File: src/rtl/mips_mem_arbiter.sv
// Single-port memory arbiter sharing one unified memory between fetch, load/store and loader.
// Optional fetch starvation guard is enabled by defining ARB_STARVE_GUARD_EN.
module mips_mem_arbiter #(
  parameter int AW = 10,
  parameter int DW = 32
`ifdef ARB_STARVE_GUARD_EN
  ,
  parameter int STARVE_LIMIT = 4
`endif
) (
  input  logic          clk1,
  input  logic          rst,
  input  logic          halt,
  input  logic          if_req,
  input  logic [AW-1:0] if_addr,
  output logic          if_gnt,
  output logic          if_rvalid,
  output logic [DW-1:0] if_rdata,
  input  logic          dm_req,
  input  logic          dm_we,
  input  logic [AW-1:0] dm_addr,
  input  logic [DW-1:0] dm_wdata,
  output logic          dm_gnt,
  output logic          dm_rvalid,
  output logic [DW-1:0] dm_rdata,
  input  logic          ld_req,
  input  logic [AW-1:0] ld_addr,
  input  logic [DW-1:0] ld_wdata,
  output logic          ld_gnt,
  output logic          mem_en,
  output logic          mem_we,
  output logic [AW-1:0] mem_addr,
  output logic [DW-1:0] mem_wdata,
  input  logic [DW-1:0] mem_rdata
);

  typedef enum logic [1:0] {
    OWN_NONE = 2'd0,
    OWN_IF   = 2'd1,
    OWN_DM   = 2'd2
  } owner_t;

  owner_t        r_rdOwner;
  logic [DW-1:0] r_ifRdata;
  logic [DW-1:0] r_dmRdata;

  logic w_ef;
  logic w_promote;
  logic w_ldGnt;
  logic w_dmGnt;
  logic w_ifGnt;

  assign w_ef = if_req & ~halt;

`ifdef ARB_STARVE_GUARD_EN
  logic [2:0] r_starveCnt;

  // Counts consecutive cycles an unmasked fetch waits; at the limit fetch jumps ahead of dm once.
  assign w_promote = (r_starveCnt == 3'(STARVE_LIMIT));

  always_ff @(posedge clk1 or posedge rst) begin
    if (rst) begin
      r_starveCnt <= 3'd0;
    end else if (w_ifGnt || !w_ef) begin
      r_starveCnt <= 3'd0;
    end else if (r_starveCnt != 3'd7) begin
      r_starveCnt <= r_starveCnt + 3'd1;
    end
  end
`else
  assign w_promote = 1'b0;
`endif

  // Fixed priority ld > dm > if; grants are forced low while reset is held.
  assign w_ldGnt = ~rst & ld_req;
  assign w_ifGnt = ~rst & ~ld_req & w_ef & (~dm_req | w_promote);
  assign w_dmGnt = ~rst & ~ld_req & dm_req & ~w_ifGnt;

  assign ld_gnt = w_ldGnt;
  assign dm_gnt = w_dmGnt;
  assign if_gnt = w_ifGnt;

  assign mem_en = w_ldGnt | w_dmGnt | w_ifGnt;
  assign mem_we = w_ldGnt | (w_dmGnt & dm_we);

  always_comb begin
    mem_addr  = '0;
    mem_wdata = '0;
    if (w_ldGnt) begin
      mem_addr  = ld_addr;
      mem_wdata = ld_wdata;
    end else if (w_dmGnt) begin
      mem_addr  = dm_addr;
      mem_wdata = dm_wdata;
    end else if (w_ifGnt) begin
      mem_addr  = if_addr;
    end
  end

  // Remembers who issued this cycle's read so next cycle's memory data is routed back to them.
  always_ff @(posedge clk1 or posedge rst) begin
    if (rst) begin
      r_rdOwner <= OWN_NONE;
    end else if (w_ifGnt) begin
      r_rdOwner <= OWN_IF;
    end else if (w_dmGnt && !dm_we) begin
      r_rdOwner <= OWN_DM;
    end else begin
      r_rdOwner <= OWN_NONE;
    end
  end

  always_ff @(posedge clk1 or posedge rst) begin
    if (rst) begin
      r_ifRdata <= '0;
      r_dmRdata <= '0;
    end else begin
      if (r_rdOwner == OWN_IF) begin
        r_ifRdata <= mem_rdata;
      end
      if (r_rdOwner == OWN_DM) begin
        r_dmRdata <= mem_rdata;
      end
    end
  end

  // Read data is presented alongside rvalid and then held until the next read for that port.
  assign if_rvalid = (r_rdOwner == OWN_IF);
  assign dm_rvalid = (r_rdOwner == OWN_DM);
  assign if_rdata  = if_rvalid ? mem_rdata : r_ifRdata;
  assign dm_rdata  = dm_rvalid ? mem_rdata : r_dmRdata;

endmodule
File: config.mk
export PLATFORM = sky130hd
export DESIGN_NAME = mips_mem_arbiter
export DESIGN_NICKNAME = d
export VERILOG_FILES = /design/src/rtl/mips_mem_arbiter.sv
export SDC_FILE = /design/constraint.sdc
export NUM_CORES = 1
export LEC_CHECK = 0
export CAP_MARGIN = 20
export CORE_MARGIN = 1
export CORE_UTILIZATION = 30
export DETAILED_ROUTE_END_ITERATION = 16
export PLACE_DENSITY = 0.79
export SLEW_MARGIN = 20
export SYNTH_ARGS = -nofsm -noshare
export SYNTH_HDL_FRONTEND = slang
export SYNTH_SLANG_ARGS = --single-unit
File: constraint.sdc
create_clock -name clk1 -period 2.15 [get_ports clk1]
set_input_delay 0.43 -clock clk1 [delete_from_list [all_inputs] [get_ports clk1]]
set_output_delay 0.43 -clock clk1 [all_outputs]
set_load 0.01 [all_outputs]
### Word level (Yosys, flattened, before mapping)

Index checks and enable logic that the tools add are counted.
W data, S select, Z words.

| storage, ports and cells | value |
|---|---|
| register bits | 66 |
| bits of input ports | 133 |
| output and inout bits | 113 |

| cells by class | value |
|---|---|
| equal/unequal tests | 2 |
| multiplexer cells | 9 |
| bitwise operators | 16 |
| reductions and logical operators | 2 |

Operator list:

| kind | count |
|---|---|
| $mux W32 | 4 |
| $mux W10 | 3 |
| $and A1 B1 Y1 | 8 |
| $not A1 Y1 | 5 |
| $mux W2 | 2 |
| $or A1 B1 Y1 | 3 |
| $eq A2 B1 Y1 const B | 1 |
| $eq A2 B2 Y1 const B | 1 |
| $logic_and A1 B1 Y1 | 1 |
| $logic_not A1 Y1 | 1 |

### Depth between registers and ports, before layout

Gate-level depths: netlist (run 1).

| depth | value |
|---|---|
| depth after elaboration | 9 |
| gate-level depth with buffers | 4 |
| mapped depth without buffers | 3 |

### Worst setup path after synthesis (run 1)

Ideal clock, no wire load.

| path | value |
|---|---|
| kind | input to output |
| start | input ld_req |
| end | output mem_addr[4] |
| arrival | 1215 ps |
| required time | 1720 ps |
| slack | 505 ps |
| stages on the path | 4 |
| path buffers | 1 |
| path through | nor3b_4 -> buf_6 -> a32oi_1 -> a21oi_1 |

| on the way | value |
|---|---|
| longest elaborated chain between the ends | 8 |
| elaborated cells between the ends (all ways) | 11 |

Ends and longest elaborated chain:

| element | RTL line | text |
|---|---|---|
| start, declared | 26 | `input logic ld_req,` |
| $not A1 Y1 | 76, 77 |  |
| $and A1 B1 Y1 | 76, 77 |  |
| $and A1 B1 Y1 (2 in series) | 76 | `assign w_ifGnt = ~rst & ~ld_req & w_ef & (~dm_req \| w_promote);` |
| $not A1 Y1 | 77 | `assign w_dmGnt = ~rst & ~ld_req & dm_req & ~w_ifGnt;` |
| $and A1 B1 Y1 | 77 |  |
| $mux W10 | 92 | `end else if (w_dmGnt) begin` |
| $mux W10 (*) | 89 | `if (w_ldGnt) begin` |
| end, declared | 32 | `output logic [AW-1:0] mem_addr,` |

Every way passes the cells marked *; elsewhere a longest branch is shown, timed or not.

### Worst setup path in the final report (run 1)

| path | value |
|---|---|
| start | register r_rdOwner[0] |
| end | output dm_rdata[15] |

| on the way | value |
|---|---|
| longest elaborated chain between the ends | 2 |

Ends and longest elaborated chain:

| element | RTL line | text |
|---|---|---|
| start, declared | 43 | `owner_t r_rdOwner;` |
| start signal, assigned | 103 | `r_rdOwner <= OWN_NONE;` |
| start signal, assigned | 105 | `r_rdOwner <= OWN_IF;` |
| start signal, assigned | 107 | `r_rdOwner <= OWN_DM;` |
| $eq A2 B2 Y1 | 129 | `assign dm_rvalid = (r_rdOwner == OWN_DM);` |
| $mux W32 | n/a |  |
| end, declared | 25 | `output logic [DW-1:0] dm_rdata,` |

No other way between the ends.

==> impl_metrics.csv, run 1 <==
group,metric,value,unit
outcome,status,"complete, but fails checks",
outcome,violations,"negative setup slack",
timing,finalCritPeriodShare,102,%
synthesis,synth_area_leader_cell,"dfrtp_1",
critical_path,reg2reg_slack,0.61,ns
timing,worst_slack,-0.0485,ns
timing,hold_violations,0,
timing,setup_violations,22,
clock_network,holdBufCountCts,0,
power_and_ir_drop,power-per-cell-area,699,nW/um2
clock_network,htree_num_levels,3,
power_and_ir_drop,vdd_drop_max,304,uV
timing,skew,0.00913,ns
place,place.gp.congestion,0.882,
synthesis,netlist_area,3020,um2
route,num_vias,3026,
critical_path,ff2ff_path_depth,6,
synthesis,yosys_warnings,0,
critical_path,cpMostUsedCell,"buf_6",
timing,rsz0062_at_grt,"yes",
floorplan,die_h,102,um
global_routing,track_usage,22.3,%
synthesis,ys_seq_area_share,54.7,%
synthesis,synthFlopType,"dfrtp_1",
synthesis,synth_cell_type_count,19,
finish,antenna_cells,0,
route,routed_wl,11900,um
timing,maxSlewHeadroom,76.2,%
floorplan,core,9770,um2
critical_path,worstPathCellList,"buf_6 > nor2b_4 > buf_12 > buf_4 > mux2_4 > buf_6",
synthesis,netlist_instances,225,
global_routing,grt_pass1_vias,3207,
synthesis,async_flop_share,100,%
flow_run,maxCapViolCount,0,
critical_path,path_max_fanout,12,
synthesis,synth_seq_cells,66,
hold_path,hp-class,"in2async",
power_and_ir_drop,cellLeakagePower,2.85,nW
floorplan,initial_core_util,30.9,%
critical_path,r2r_end,"r_dmRdata[30]",
finish,drive_gt1_share,36.7,%
route,drc_errors,0,
timing,max_freq,0.455,GHz
place,hpwl,8690,um
floorplan,ios,246,
route,wire_per_inst,18.7,um
critical_path,startpoint_type,"flop",
critical_path,critPathRequiredTime,1.72,ns
clock_network,clock_path_buffers,2,
synthesis,synth-edff-count,0,
clock_network,cts_sinks,66,
route,dr.pass1.iters,4,
finish,area_growth,103,%
floorplan,dieArea,10500,um2
global_routing,grt_start_max_net_pins,67,
timing,max_slew.worst_pin.slew,0.356,ns
route,vias_per_cell,4.75,
timing,min_period,2.20,ns
critical_path,arrival,1.77,ns
clock_network,cts_buffers,9,
synthesis,yosysTopAreaCellShare,54.7,%
floorplan,die_w,102,um
clock_network,cts.clk_slew.worst_paths,0.06,ns
synthesis,avgSynthCellArea,13.4,um2
global_routing,grt-ovfl-total,0,
timing,slew_viol_final,0,
critical_path,endpoint_kind,"output pin",
critical_path,critPathKind,"reg2out",
global_routing,antenna_found_initial,0,
critical_path,cp_slowest_stage_delay,0.40,ns
power_and_ir_drop,finalPower,0.00427,W
place,io_buffers,245,
finish,nets,632,
clock_network,cts_tree,"yes",
critical_path,cpMaxStageDelayCell,"dfrtp_1",
clock_network,insertion_delay,0.33,ns
synthesis,synth_nets,358,
critical_path,r2r_start,"r_rdOwner[0]",
global_routing,grt_pass1_wl,17100,um
synthesis,synth.area.top_cells,"dfrtp_1 55%, mux2_2 24%, a22o_1 9.3%",
route,initialDrtViolationCount,68,
floorplan,core.rowCount,36,
clock_network,cts_root_buffer,"clkbuf_8",
synthesis,synth_most_common_cell,"dfrtp_1",
synthesis,synth_common_cells,"66 x dfrtp_1, 64 x mux2_2, 32 x a22o_1, 16 x buf_2, 11 x nor2_1",
route,ant_nets,0,
timing,finalSetupTns,-0.591,ns
-- worst max path at each step --
stage,from,to,slack [ns],cells after the start
final,r_rdOwner[0],dm_rdata[15],-0.05,6
after global routing,r_rdOwner[0],dm_rdata[15],-0.14,6
after CTS,r_rdOwner[0],dm_rdata[2],-0.17,7
after detailed placement,rst,mem_addr[7],-0.56,6
after global placement,rst,mem_addr[9],-0.52,6
after floorplan,rst,r_dmRdata[0],0.07,1
-- critical path, delay by kind of cell (launching register included) --
family / cells / cell delay, ns
flip-flops: 1 / 0.40
buffers and inverters: 4 / 0.56
AND/OR/NAND/NOR: 1 / 0.18
multiplexers: 1 / 0.30
-- cells in the final DEF (no fill, tap or decap), types with 3 or more instances in the layout --
cell	Yosys	layout
a21oi_1	10	8
a22o_1	32	32
a32oi_1	10	10
buf_12	0	6
buf_2	16	14
buf_4	1	19
buf_6	1	34
buf_8	0	3
clkbuf_2	0	19
clkbuf_8	0	10
clkdlybuf4s15_1	0	3
clkdlybuf4s50_1	0	127
dfrtp_1	66	66
dlygate4sd2_1	0	53
mux2_2	64	36
mux2_4	0	28
nor2_1	11	11
-- per-layer routing --
layer / GRT usage, % / part of all wire (%) / vias up / routed length, um
met1: 23.2 / 37 / 1468 / 4360
met3: 6.36 / 7.0 / 22 / 831
met5: 0 / 0 / - / 0
met2: 40.8 / 53 / 151 / 6290
li1: - / - / 1385 / -
met4: 11.2 / 3.5 / 0 / 414
-- per-stage QoR --
| stage | setup slack [ns] | cells | hold WS [ns] | util (%) | instance area (um2) |
|---|---|---|---|---|---|
| floorplan | 0.0652 | 225 | 0.496 | - | 3020 |
| global placement | -0.516 | 599 | 0.477 | 58.5 | 5720 |
| detailed placement | -0.558 | 599 | 0.481 | 58.5 | 5720 |
| CTS | -0.168 | 638 | 0.315 | 63.9 | 6240 |
| global route | -0.139 | 637 | 0.315 | 62.5 | 6110 |
| finish | -0.0485 | 637 | 0.318 | 62.5 | 6110 |
-- cell families (layout without fill, tap and decap cells) --
logic type / after synthesis / count (layout) / synth area share [%]
flops: 66 / 66 / 54.7
buf+inv: 22 / 301 / 3.77
mux: 64 / 64 / 23.9
compound gates: 52 / 52 / 13.9
simple gates: 21 / 21 / 3.73
-- where the power goes --
group	leakage, nW	switching [W]	internal [W]
logic	1.97	0.000669	0.000987
registers	0.784	0.0000781	0.00152
clock network	0.0966	0.000453	0.000568
total	2.85	0.00120	0.00307
-- final cells by class --
cell class / instances / area, um2
Clock buffer: 12 / 145
Clock inverter: 4 / 51.3
Fill cell: 809 / 3660
Inverter: 3 / 11.3
Multi-Input combinational cell: 137 / 1390
Sequential cell: 66 / 1650
Tap cell: 133 / 166
Timing Repair Buffer: 282 / 2700
-- sequential cells by signal, indices dropped and copies added, names as in the netlist --
name       flops
r_dmRdata     32
r_ifRdata     32
r_rdOwner      2
-- timing repair --
| item | CTS | global route |
|---|---|---|
| gates cloned | 5 | 0 |
| gates resized for setup | 307 | 61 |
| pin swaps | 6 | 4 |
| buffers inserted | 18 | 4 |
| endpoints found under the setup margin | 112 | 94 |
No activity file was read; power rests on OpenSTA's default activity.
==> run 2: changes to the inputs <==
--- a/config.mk
+++ b/config.mk
@@ -6,7 +6,6 @@
 export NUM_CORES = 1
 export LEC_CHECK = 0
 export CAP_MARGIN = 20
-export CORE_MARGIN = 1
 export CORE_UTILIZATION = 30
 export DETAILED_ROUTE_END_ITERATION = 16
 export PLACE_DENSITY = 0.79
==> constraint.sdc (replaced) <==
create_clock -name clk1 -period 2.15 [get_ports clk1]
set_input_delay 0.645 -clock clk1 [delete_from_list [all_inputs] [get_ports clk1]]
set_output_delay 0.645 -clock clk1 [all_outputs]
set_load 0.01 [all_outputs]
==> run 2 against run 1 <==
  * The run still ends with negative setup slack left
  * Clock skew grew 0.0053 ns
  * Largest power group unchanged
  * Clock-buffer cell count shrank 2
  * Combinational power grew 25%
  * Core utilization grew 8.4 points
  * Sequential power is essentially flat
  * Largest cell class unchanged
  * Fmax shrank 8.5%
  * Critical path depth grew 2
==> impl_metrics.csv, run 2 (synthesis results as in run 1) <==
group,metric,value,unit
floorplan,core.rowCount,36,
flow_run,maxCapViolCount,0,
global_routing,antenna_found_initial,0,
timing,hold_violations,0,
critical_path,path_max_fanout,5,
power_and_ir_drop,finalPower,0.00482,W
clock_network,cts_tree,"yes",
critical_path,worstSetupStartpoint,"ld_req",
floorplan,core,9770,um2
hold_path,hp-class,"reg2reg",
critical_path,startpoint_type,"input pin",
route,initialDrtViolationCount,116,
clock_network,clock_path_buffers,2,
timing,maxSlewHeadroom,84.1,%
finish,area_growth,130,%
timing,worst_slack,-0.252,ns
finish,final_common_cell,"clkdlybuf4s50_1",
timing,setup_violations,103,
floorplan,ios,246,
global_routing,grt-ovfl-total,0,
finish,layout_common_cells,"126 x clkdlybuf4s50_1, 97 x buf_6, 65 x dfrtp_1, 63 x mux2_4, 41 x buf_2",
global_routing,track_usage,28.8,%
timing,finalCritPeriodShare,112,%
finish,utilization,70.9,%
power_and_ir_drop,vdd_drop_max,403,uV
clock_network,insertion_delay,0.33,ns
finish,antenna_cells,0,
critical_path,critPathRequiredTime,1.50,ns
timing,rsz0062_at_grt,"yes",
clock_network,cts_root_buffer,"clkbuf_8",
power_and_ir_drop,power-per-cell-area,696,nW/um2
critical_path,r2r_start,"r_rdOwner[0]",
route,vias_per_cell,4.85,
finish,drive_gt1_share,53.5,%
clock_network,cts_buffers,9,
hold_path,worstHoldStart,"r_dmRdata[2]",
timing,holdWs,0.493,ns
finish,finalInstanceArea,6930,um2
outcome,status,"complete, but fails checks",
route,num_vias,3271,
route,drc_errors,0,
timing,max_slew.worst_pin.slew,0.238,ns
finish,nets,670,
global_routing,grt_start_max_net_pins,35,
finish,largest_registers,"r_dmRdata: 32 flops, r_ifRdata: 32 flops, r_rdOwner: 2 flops",
global_routing,grt_pass1_vias,3643,
floorplan,dieArea,10500,um2
floorplan,die_w,102,um
timing,max_freq,0.416,GHz
place,place.gp.congestion,1.09,
floorplan,die_h,102,um
timing,min_period,2.40,ns
place,dpl_cell_area,5820,um2
global_routing,grt_pass1_wl,21500,um
timing,slew_viol_final,0,
route,wire_per_inst,22.6,um
route,dr.pass1.iters,4,
critical_path,endpoint_kind,"output pin",
clock_network,cts_sinks,66,
power_and_ir_drop,cellLeakagePower,3.32,nW
critical_path,arrival,1.76,ns
place,io_buffers,245,
timing,skew,0.0144,ns
route,routed_wl,15300,um
route,ant_nets,0,
clock_network,cts.clk_slew.worst_paths,0.07,ns
clock_network,htree_num_levels,3,
critical_path,reg2reg_slack,0.67,ns
floorplan,initial_core_util,30.9,%
outcome,violations,"negative setup slack",
place,hpwl,10900,um
critical_path,critPathKind,"in2out",
==> run 2: changes by cell type in the layout (fill, tap and decap cells not counted), sizes merged <==
cell / delta
buf: +110
dlygate4sd2: -51
clkbuf: -18
clkdlybuf4s15: -3
bufinv: +1
clkdlybuf4s50: -1
clkinvlp: +1
dlymetal6s2s: -1
==> run 2: routing by layer <==
| metal | part of all wire (%) | routed length [um] | global-route usage [%] |
|---|---|---|---|
| met5 | 0 | 0 | 0 |
| met4 | 5.1 | 787 | 16.3 |
| met3 | 7.7 | 1180 | 8.48 |
| met2 | 51 | 7840 | 51.3 |
| met1 | 36 | 5470 | 30.2 |
==> run 2: final cells by class <==
type | count | area (um2)
Clock inverter | 6 | 90.1
Clock buffer | 10 | 128
Fill cell | 706 | 2840
Multi-Input combinational cell | 137 | 1600
Inverter | 3 | 17.5
Tap cell | 133 | 166
Timing Repair Buffer | 320 | 3280
Sequential cell | 66 | 1650
==> run 2: worst paths after layout <==
| check | cells after the start | endpoint |
|---|---|---|
| max | 8 | mem_addr[2] |
| min | 1 | r_dmRdata[2] |
| max reg2reg | 5 | r_dmRdata[14] |
| min reg2reg | 1 | r_dmRdata[2] |
| max in group asynchronous | 4 | r_dmRdata[5] |
| min in group asynchronous | 4 | r_dmRdata[17] |
==> run 2: critical path, cell delays in order <==
cell and delay, ns:
buf_8 0.10, nor3b_4 0.23, buf_6 0.14, buf_8 0.12, buf_16 0.13, a32oi_2 0.05
a21oi_2 0.18, buf_2 0.16
==> run 2: what timing repair did <==
action,in CTS,in global routing
hold endpoints to repair,0,0
hold buffers,0,0
pin swaps,17,18
cloned,6,2
endpoints found under the setup margin,113,113
resized for setup,619,77
setup buffers,41,15
==> run 2: report_power, final <==
group,internal [W],switching [W]
logic,0.00130,0.000775
registers,0.00152,0.0000884
clock network,0.000658,0.000487
total,0.00347,0.00135
==> run 2: through the flow <==
| stage | worst slack, ns | TNS [ns] | cells |
|---|---|---|---|
| 4_1_cts | -0.269 | -15.47 | 669 |
| 6_report | -0.252 | -13.25 | 675 |
| 3_5_place_dp | -0.998 | -63.73 | 607 |
| 5_1_grt | -0.296 | -19.65 | 675 |
| 3_3_place_gp | -1.03 | -61.66 | 607 |
| 2_1_floorplan | 0.0746 | 0 | 225 |
==> run 3: changes to the inputs <==
--- a/config.mk
+++ b/config.mk
@@ -8,6 +8,7 @@
 export CAP_MARGIN = 20
 export CORE_UTILIZATION = 30
 export DETAILED_ROUTE_END_ITERATION = 16
+export GPL_TIMING_DRIVEN = 0
 export PLACE_DENSITY = 0.79
 export SLEW_MARGIN = 20
 export SYNTH_ARGS = -nofsm -noshare
==> run 3 against run 2 <==
  * The flow still finishes with violations (negative setup slack)
  * Register-to-register slack got worse by 0.13 ns
  * Cell count shrank 1.2%
  * Critical path depth is 3 lower
  * Worst setup slack better by 0.027 ns
  * Sequential share of layout area is 0.17 points higher
  * Critical path type is now reg2out
  * Largest cell class unchanged
  * Largest power group unchanged
==> impl_metrics.csv, run 3 (synthesis results as in run 1) <==
group,metric,value,unit
critical_path,arrival,1.73,ns
timing,maxSlewHeadroom,52.5,%
finish,largest_registers,"r_dmRdata: 32 flops, r_ifRdata: 32 flops, r_rdOwner: 2 flops",
floorplan,core,9770,um2
critical_path,cp_slowest_stage_delay,0.43,ns
critical_path,cpMostUsedCell,"buf_6",
timing,finalCritPeriodShare,110,%
floorplan,ios,246,
floorplan,dieArea,10500,um2
timing,rsz0062_at_grt,"yes",
route,wire_per_inst,21.8,um
finish,fillers,705,
timing,slew_viol_final,0,
finish,multiInputGateArea,1570,um2
finish,seqCellArea,1650,um2
timing,worst_slack,-0.225,ns
clock_network,cts_root_buffer,"clkbuf_8",
clock_network,cts_tree,"yes",
power_and_ir_drop,power-per-cell-area,694,nW/um2
timing,max_freq,0.421,GHz
floorplan,die_h,102,um
critical_path,critPathKind,"reg2out",
global_routing,grt-ovfl-total,0,
critical_path,cpMaxStageDelayCell,"dfrtp_1",
timing,finalSetupTns,-13.47,ns
flow_run,maxCapViolCount,0,
critical_path,path_max_fanout,5,
place,dpl_cell_area,5660,um2
route,drc_errors,0,
finish,area_growth,128,%
critical_path,endpoint_kind,"output pin",
route,ant_nets,0,
finish,layout_common_cells,"125 x clkdlybuf4s50_1, 117 x buf_6, 66 x dfrtp_1, 64 x mux2_4, 28 x a22o_1",
timing,skew,0.0111,ns
place,place.gp.congestion,0.968,
clock_network,cts.clk_slew.worst_paths,0.07,ns
route,initialDrtViolationCount,80,
timing,max_slew.worst_pin.slew,0.712,ns
global_routing,track_usage,26.0,%
clock_network,cts_sinks,66,
clock_network,cts_buffers,9,
critical_path,critPathRequiredTime,1.50,ns
clock_network,insertion_delay,0.34,ns
hold_path,hp-class,"reg2reg",
floorplan,core.rowCount,36,
global_routing,grt_start_max_net_pins,37,
finish,nets,661,
route,vias_per_cell,4.85,
floorplan,initial_core_util,30.9,%
timing,min_period,2.37,ns
critical_path,worstPathCellList,"nor2b_4 > buf_6 > buf_8 > mux2_4 > buf_6",
finish,final_common_cell,"clkdlybuf4s50_1",
clock_network,clock_path_buffers,2,
floorplan,die_w,102,um
route,dr.pass1.iters,4,
timing,setup_violations,102,
place,dp.cells,604,
global_routing,grt_pass1_wl,19500,um
route,num_vias,3233,
outcome,status,"complete, but fails checks",
finish,drive_gt1_share,51.4,%
global_routing,grt_pass1_vias,3366,
place,hpwl,10200,um
critical_path,startpoint_type,"flop",
outcome,violations,"negative setup slack",
timing,hold_violations,0,
finish,finalInstanceArea,6880,um2
route,routed_wl,14600,um
global_routing,antenna_found_initial,1,
power_and_ir_drop,vdd_drop_max,416,uV
finish,fin_cells,667,
power_and_ir_drop,cellLeakagePower,3.29,nW
place,dp_slack,-1.30,ns
place,io_buffers,245,
clock_network,htree_num_levels,3,
-- run 3: worst max-delay path: cells and delay by family, from the launching register on --
kind,cells,cell delay [ns]
DFF,1,0.43
buffers and inverters,3,0.42
and+or+nand+nor,1,0.23
muxes,1,0.32
-- run 3: cell type report --
cell class | instances | area share, %
inverters | 3 | 0.255
repair buffers | 297 | 45.1
clock buffers | 10 | 2.00
well taps | 133 | 2.42
flip-flops and latches | 66 | 24.0
multi-input cells | 137 | 22.8
plain buffers | 14 | 2.46
clock inverters | 6 | 0.946
diodes | 1 | 0.0364
-- run 3: metal layers --
| layer | up-vias | wire length (um) | GRT usage [%] |
|---|---|---|---|
| met3 | 34 | 872 | 6.50 |
| li1 | 1441 | - | - |
| met4 | 0 | 616 | 15.4 |
| met5 | - | 0 | 0 |
| met2 | 164 | 7690 | 45.5 |
| met1 | 1594 | 5380 | 28.6 |
-- run 3: through the flow --
step	utilization, %	hold WS (ns)	power, W
after global routing	70.4	0.510	0.00499
final	70.4	0.501	0.00478
after floorplan	-	0.512	0.00222
after detailed placement	57.9	0.482	0.00328
after CTS	66.2	0.499	0.00455
after global placement	57.7	0.478	0.00324
-- run 3: where the power goes --
| part | switching (W) | internal (W) | total (W) |
|---|---|---|---|
| combinational | 0.000775 | 0.00133 | 0.00210 |
| sequential | 0.0000889 | 0.00152 | 0.00161 |
| clock | 0.000494 | 0.000569 | 0.00106 |
| total | 0.00136 | 0.00342 | 0.00478 |
-- run 3: timing repair --
| action | in CTS | in global routing |
|---|---|---|
| endpoints found under the setup margin | 113 | 110 |
| gates resized for setup | 647 | 82 |
| hold buffers | 0 | 0 |
| setup buffers | 28 | 15 |
| pin swaps | 30 | 13 |
| cloned | 9 | 4 |
-- run 3: final timing paths --
check	cells past startpoint	slack (ns)	to	startpoint
setup / recovery	5	-0.22	dm_rdata[17]	r_rdOwner[0]
max in group asynchronous	4	1.01	r_ifRdata[16]	rst
hold reg to reg	1	0.50	r_dmRdata[14]	r_dmRdata[14]
hold / removal	1	0.50	r_dmRdata[14]	r_dmRdata[14]
setup reg to reg	6	0.54	r_dmRdata[9]	r_rdOwner[0]
min in group asynchronous	3	0.54	r_ifRdata[28]	rst
